`config.mk`:
```
export PLATFORM = sky130hd
export DESIGN_NAME = csr_access_unit
export DESIGN_NICKNAME = d
export VERILOG_FILES = /design/src/rtl/csr_access_unit.sv
export SDC_FILE = /design/constraint.sdc
export NUM_CORES = 1
export LEC_CHECK = 0
export BUFFER_PORTS_ARGS = -buffer_cell sky130_fd_sc_hd__buf_4
export CAP_MARGIN = 20
export CORE_MARGIN = 3
export CORE_UTILIZATION = 40
export CTS_CLUSTER_SIZE = 16
export DETAILED_ROUTE_END_ITERATION = 8
export GPL_ROUTABILITY_DRIVEN = 0
export PLACE_DENSITY = 0.77
export SYNTH_ARGS = -nofsm -noshare
export SYNTH_HDL_FRONTEND = slang
export SYNTH_SLANG_ARGS = --single-unit
```
`constraint.sdc`:
```
create_clock -name clk -period 9.9 [get_ports clk]
set_input_delay 2.475 -clock clk [delete_from_list [all_inputs] [get_ports clk]]
set_output_delay 2.475 -clock clk [all_outputs]
set_load 0.01 [all_outputs]
```
`src/rtl/csr_access_unit.sv`:
```
// csr_access_unit: initiator side of the CSR register-file interface.
// Runs one csrrd / csrwr / csrxchg at a time through IDLE -> READ ->
// (WRITE) -> RESP. It returns the old CSR value for the destination GPR.
module csr_access_unit #(
  parameter int DATA_WIDTH     = 32,
  parameter int CSR_ADDR_WIDTH = 14
) (
  input  logic                      clk,
  input  logic                      rst,
  input  logic                      req_valid,
  output logic                      req_ready,
  input  logic [1:0]                req_op,
  input  logic [CSR_ADDR_WIDTH-1:0] req_csr,
  input  logic [DATA_WIDTH-1:0]     req_wdata,
  input  logic [DATA_WIDTH-1:0]     req_mask,
  input  logic [4:0]                req_rd_idx,
  input  logic                      flush,
  output logic [CSR_ADDR_WIDTH-1:0] csr_r_addr,
  input  logic [DATA_WIDTH-1:0]     csr_r_data,
  output logic                      csr_rw_en,
  output logic [CSR_ADDR_WIDTH-1:0] csr_rw_addr,
  output logic [DATA_WIDTH-1:0]     csr_rw_data,
  output logic                      resp_valid,
  input  logic                      resp_ready,
  output logic [4:0]                resp_rd_idx,
  output logic [DATA_WIDTH-1:0]     resp_data
);

  typedef enum logic [1:0] {
    IDLE  = 2'd0,
    READ  = 2'd1,
    WRITE = 2'd2,
    RESP  = 2'd3
  } state_t;

  localparam logic [1:0] OP_RD   = 2'b00;
  localparam logic [1:0] OP_WR   = 2'b01;
  localparam logic [1:0] OP_XCHG = 2'b10;
  localparam logic [1:0] OP_RSVD = 2'b11;

  state_t                    state_r;
  logic [1:0]                op_r;
  logic [CSR_ADDR_WIDTH-1:0] csr_r;
  logic [DATA_WIDTH-1:0]     wdata_r;
  logic [DATA_WIDTH-1:0]     mask_r;
  logic [4:0]                idx_r;
  logic [DATA_WIDTH-1:0]     old_r;

  // Bitwise exchange: mask bits take the new value, other bits keep the old one.
  function automatic logic [DATA_WIDTH-1:0] xchg_merge(
    input logic [DATA_WIDTH-1:0] new_val,
    input logic [DATA_WIDTH-1:0] old_val,
    input logic [DATA_WIDTH-1:0] mask
  );
    return (new_val & mask) | (old_val & ~mask);
  endfunction

  // Control FSM and request/old-value latches.
  always_ff @(posedge clk or posedge rst) begin
    if (rst) begin
      state_r <= IDLE;
      op_r    <= OP_RD;
      csr_r   <= '0;
      wdata_r <= '0;
      mask_r  <= '0;
      idx_r   <= 5'd0;
      old_r   <= '0;
    end else begin
      case (state_r)
        IDLE: begin
          if (req_valid && !flush) begin
            // The reserved encoding behaves exactly like a plain read.
            op_r    <= (req_op == OP_RSVD) ? OP_RD : req_op;
            csr_r   <= req_csr;
            wdata_r <= req_wdata;
            mask_r  <= req_mask;
            idx_r   <= req_rd_idx;
            state_r <= READ;
          end else begin
            state_r <= IDLE;
          end
        end
        READ: begin
          if (flush) begin
            state_r <= IDLE;
          end else begin
            old_r   <= csr_r_data;
            state_r <= (op_r == OP_RD) ? RESP : WRITE;
          end
        end
        WRITE: begin
          state_r <= flush ? IDLE : RESP;
        end
        RESP: begin
          if (flush || resp_ready) begin
            state_r <= IDLE;
          end else begin
            state_r <= RESP;
          end
        end
        default: begin
          state_r <= IDLE;
        end
      endcase
    end
  end

  // Output decode from state. The write strobe is also gated by flush so a flush
  // that arrives during WRITE prevents the write in the same cycle.
  always_comb begin
    req_ready   = 1'b0;
    csr_rw_en   = 1'b0;
    csr_rw_addr = '0;
    csr_rw_data = '0;
    resp_valid  = 1'b0;
    csr_r_addr  = csr_r;
    resp_data   = old_r;
    resp_rd_idx = idx_r;
    case (state_r)
      IDLE: begin
        req_ready = !rst;
      end
      READ: begin
        req_ready = 1'b0;
      end
      WRITE: begin
        csr_rw_en   = !flush;
        csr_rw_addr = csr_r;
        case (op_r)
          OP_XCHG: csr_rw_data = xchg_merge(wdata_r, old_r, mask_r);
          OP_WR:   csr_rw_data = wdata_r;
          default: csr_rw_data = wdata_r;
        endcase
      end
      RESP: begin
        resp_valid = 1'b1;
      end
      default: begin
        req_ready = 1'b0;
      end
    endcase
  end

endmodule
```
==> impl_results.md <==
* Total gr overflow at 0
* Final hold viol count at 0
* Antenna violations before repair at 0
* Port bufs at around 220
* Antenna diodes at 0
* CTS Buf Count at 17
* Height of the die at 126 um
* Post-Syn Area at roughly 5700 um^2
* RSZ-0062 raised after global routing: no
* Hold Buf Count CTS at 0
* Seq/Total Area, Yosys at 0.520
* YS warnings at 0
* Die footprint at roughly 16000 um^2
* Die X at around 130 um
* Layout area overhead at 41.7%
* Row count at between 40 and 50
* Slowest library cell on the worst path: buf_4
* Final Max Tran Viols at 0
* Post-DP Area at approximately 7500 um^2
* Total GRT Usage at 0.198
* Initial Util at 0.411
* Hold Startpoint: wdata_r[4]
* Hold endpoint: wdata_r[4]
* WHS at between 0.4 and 0.5 ns
* CP bufs+invs at 2
* RR Endpoint: csr_r_addr[9]
* Yosys reg bits at ~120
* Leak at 3.57 nW
* Largest delay share family, worst path: buffers and inverters
* Largest net degree at the start of global routing at 86
* Via/cell ratio at roughly 5.2
* Multi-input logic area at 2560 um^2
* Setup Fix Bufs, Post-CTS at 0
* Wire per inst at 18.0 um
* Register Area at about 3000 um^2
* Residual DRC at 0
* Iter 0 DRT Violations at between 150 and 200
* Most used cell, CP: buf_4
* Post_cts resized at 0
* Synth area leaders: dfrtp_1 52%, mux2_2 13%, mux2_1 9.8%
* Fin Setup TNS at 0 ns
* Reg2reg path depth at 5
* Deepest clock path buffer count at 2
* Slew @ Worst Pin at around 0.96 ns
* Yosys top cell area share at 0.520
* Core area at 13900 um^2
* Pwr dens at 239 nW/um^2
* VDD IR max at 0.000122 V
* Mapped Cells at about 430
* Hold depth at 1
* Setup crit end kind: output port
* CTS tree: yes
* Crit path launch type: primary input
* Root Driver: clkbuf_16
* Crit Path Max Fanout at 2
* Netlist cell types at 22
* Hold Path Class: reg -> reg
* Required time of the critical path at roughly 7.4 ns
* Share of cells above drive strength 1 at 0.508
* Nets at approximately 760
* Drt pass-1 iters at 4
* Fillers at about 1100
* Top-count cell post-synth: dfrtp_1
* Worst clock skew at ~0.0074 ns
* Post-synth EDFFs at 0
* FFs w/ async S/R, synth at 1.00
* Vias in the first global route at about 4800
* Average size of a mapped cell at approximately 13 um^2
* Status: complete, no violations
* Num ports at 222
* Max frequency at 187 MHz
* Worst stage delay on the critical path at roughly 0.15 ns
* WL final at ~15 mm
* Hpwl dp at 10.2 mm
* Final instance area at between 8000 and 9000 um^2
* H-tree Lvls at 4
* Worst-skew pair later-pin latency at between 0.4 and 0.5 ns
* FF-to-FF setup slack at between 7 and 8 ns
* Most frequent cells after synthesis: 119 x dfrtp_1, 67 x mux2_2, 64 x nand3b_1
* Max transition margin at 0.360
* Clock sink count at around 120
* Global-route wire length before repair at 24.7 mm
* Final setup viols at 0
* Reg-to-reg critical path startpoint: state_r[1]
* Tcrit/Tclk final at 0.541
* Main synth FF type: dfrtp_1
* Post-route ant nets at 0
* Vias post-DR at ~4300
* Post-Syn Nets at 550
* Cell taking the most area after synthesis: dfrtp_1
* Clock-pin slew on the worst setup and hold paths at ~0.05 ns
* Tmin final at 5.35 ns
* CP arrival at about 2.9 ns
* Critical path class: in -> out
* Max Cap Viol at 0
* Worst-path cell chain: buf_4 > nor3_1 > buf_4
where the power goes:
part	switching, mW	leakage, nW	internal [mW]
logic	0.241	1.89	0.333
registers	0.113	1.40	0.652
clock network	0.220	0.278	0.382
total	0.574	3.57	1.37
final cells by class:
cell class | instances | share of cell area
sequential | 119 | 0.367
multi-input combinational | 273 | 0.316
timing repair buffer | 229 | 0.217
clock buffer | 20 | 0.0563
tap | 180 | 0.0277
clock inverter | 12 | 0.0157
inverter | 1 | 0.000771
worst reg2reg max path: cells and delay by family (launching register included):
family,cells,cell delay [ns]
mux,1,0.45
flops,1,0.40
simple gates,1,0.30
buf+inv,3,1.09
per-stage QoR:
stage	cells	setup WS (ns)	power, mW	util
finish	834	4.55	1.94	0.583
global route	834	4.50	2.05	0.583
CTS	832	4.54	1.96	0.579
detailed placement	800	4.54	1.35	0.537
global placement	800	4.54	1.32	0.537
floorplan	428	4.27	1.06	-
routing by layer:
layer | global-route usage | wire [um] | share of wire | vias to the layer above
li1 | - | - | - | 1969
met1 | 0.231 | 5830 | 0.39 | 2164
met2 | 0.329 | 7560 | 0.50 | 181
met3 | 0.0797 | 1280 | 0.085 | 30
met4 | 0.0714 | 351 | 0.023 | 0
met5 | 0 | 0 | 0 | -
logic make-up (layout without fill, tap and decap cells):
group / count (synthesis) / in the layout / share of synthesized area
multiplexers: 149 / 149 / 0.286
AND/OR/NAND/NOR: 122 / 122 / 0.157
flip-flops: 119 / 119 / 0.520
buffers and inverters: 36 / 262 / 0.0339
AO/OA/AOI/OAI: 2 / 2 / 0.00284
state kept, by name, indices dropped and copies added, names as in the netlist:
register and flops:
mask_r 32, resp_data 32, wdata_r 32, csr_r_addr 14, resp_rd_idx 5, op_r 2, state_r 2
placed cells by master (no fill, tap or decap):
cell,synthesis,layout
buf_4,4,227
dfrtp_1,119,117
mux2_2,67,67
nand3b_1,64,64
mux2_1,50,50
nor3b_1,32,32
mux2i_1,32,32
clkbuf_16,0,17
and2_1,15,15
nor2b_1,4,4
clkinv_2,0,4
clkinvlp_4,0,4
nor3_1,2,2
clkinv_4,0,2
bufinv_16,0,2
clkbuf_8,0,2
buf_16,0,2
dfrtp_2,0,2
nor3b_4,0,1
nor4b_4,1,1
nor2_1,1,1
a211oi_1,1,1
or3_1,1,1
nand2b_1,1,1
a311oi_1,1,1
inv_4,0,1
clkbuf_1,18,1
worst max path at each step:
stage / to / from / depth (start not counted)
3_5_place_dp: req_ready / rst / 3
2_1_floorplan: csr_r_addr[0] / rst / 1
6_report: req_ready / rst / 3
3_3_place_gp: req_ready / rst / 3
5_1_grt: req_ready / rst / 3
4_1_cts: req_ready / rst / 3
Note: power is estimated with default switching activity, not from simulation.
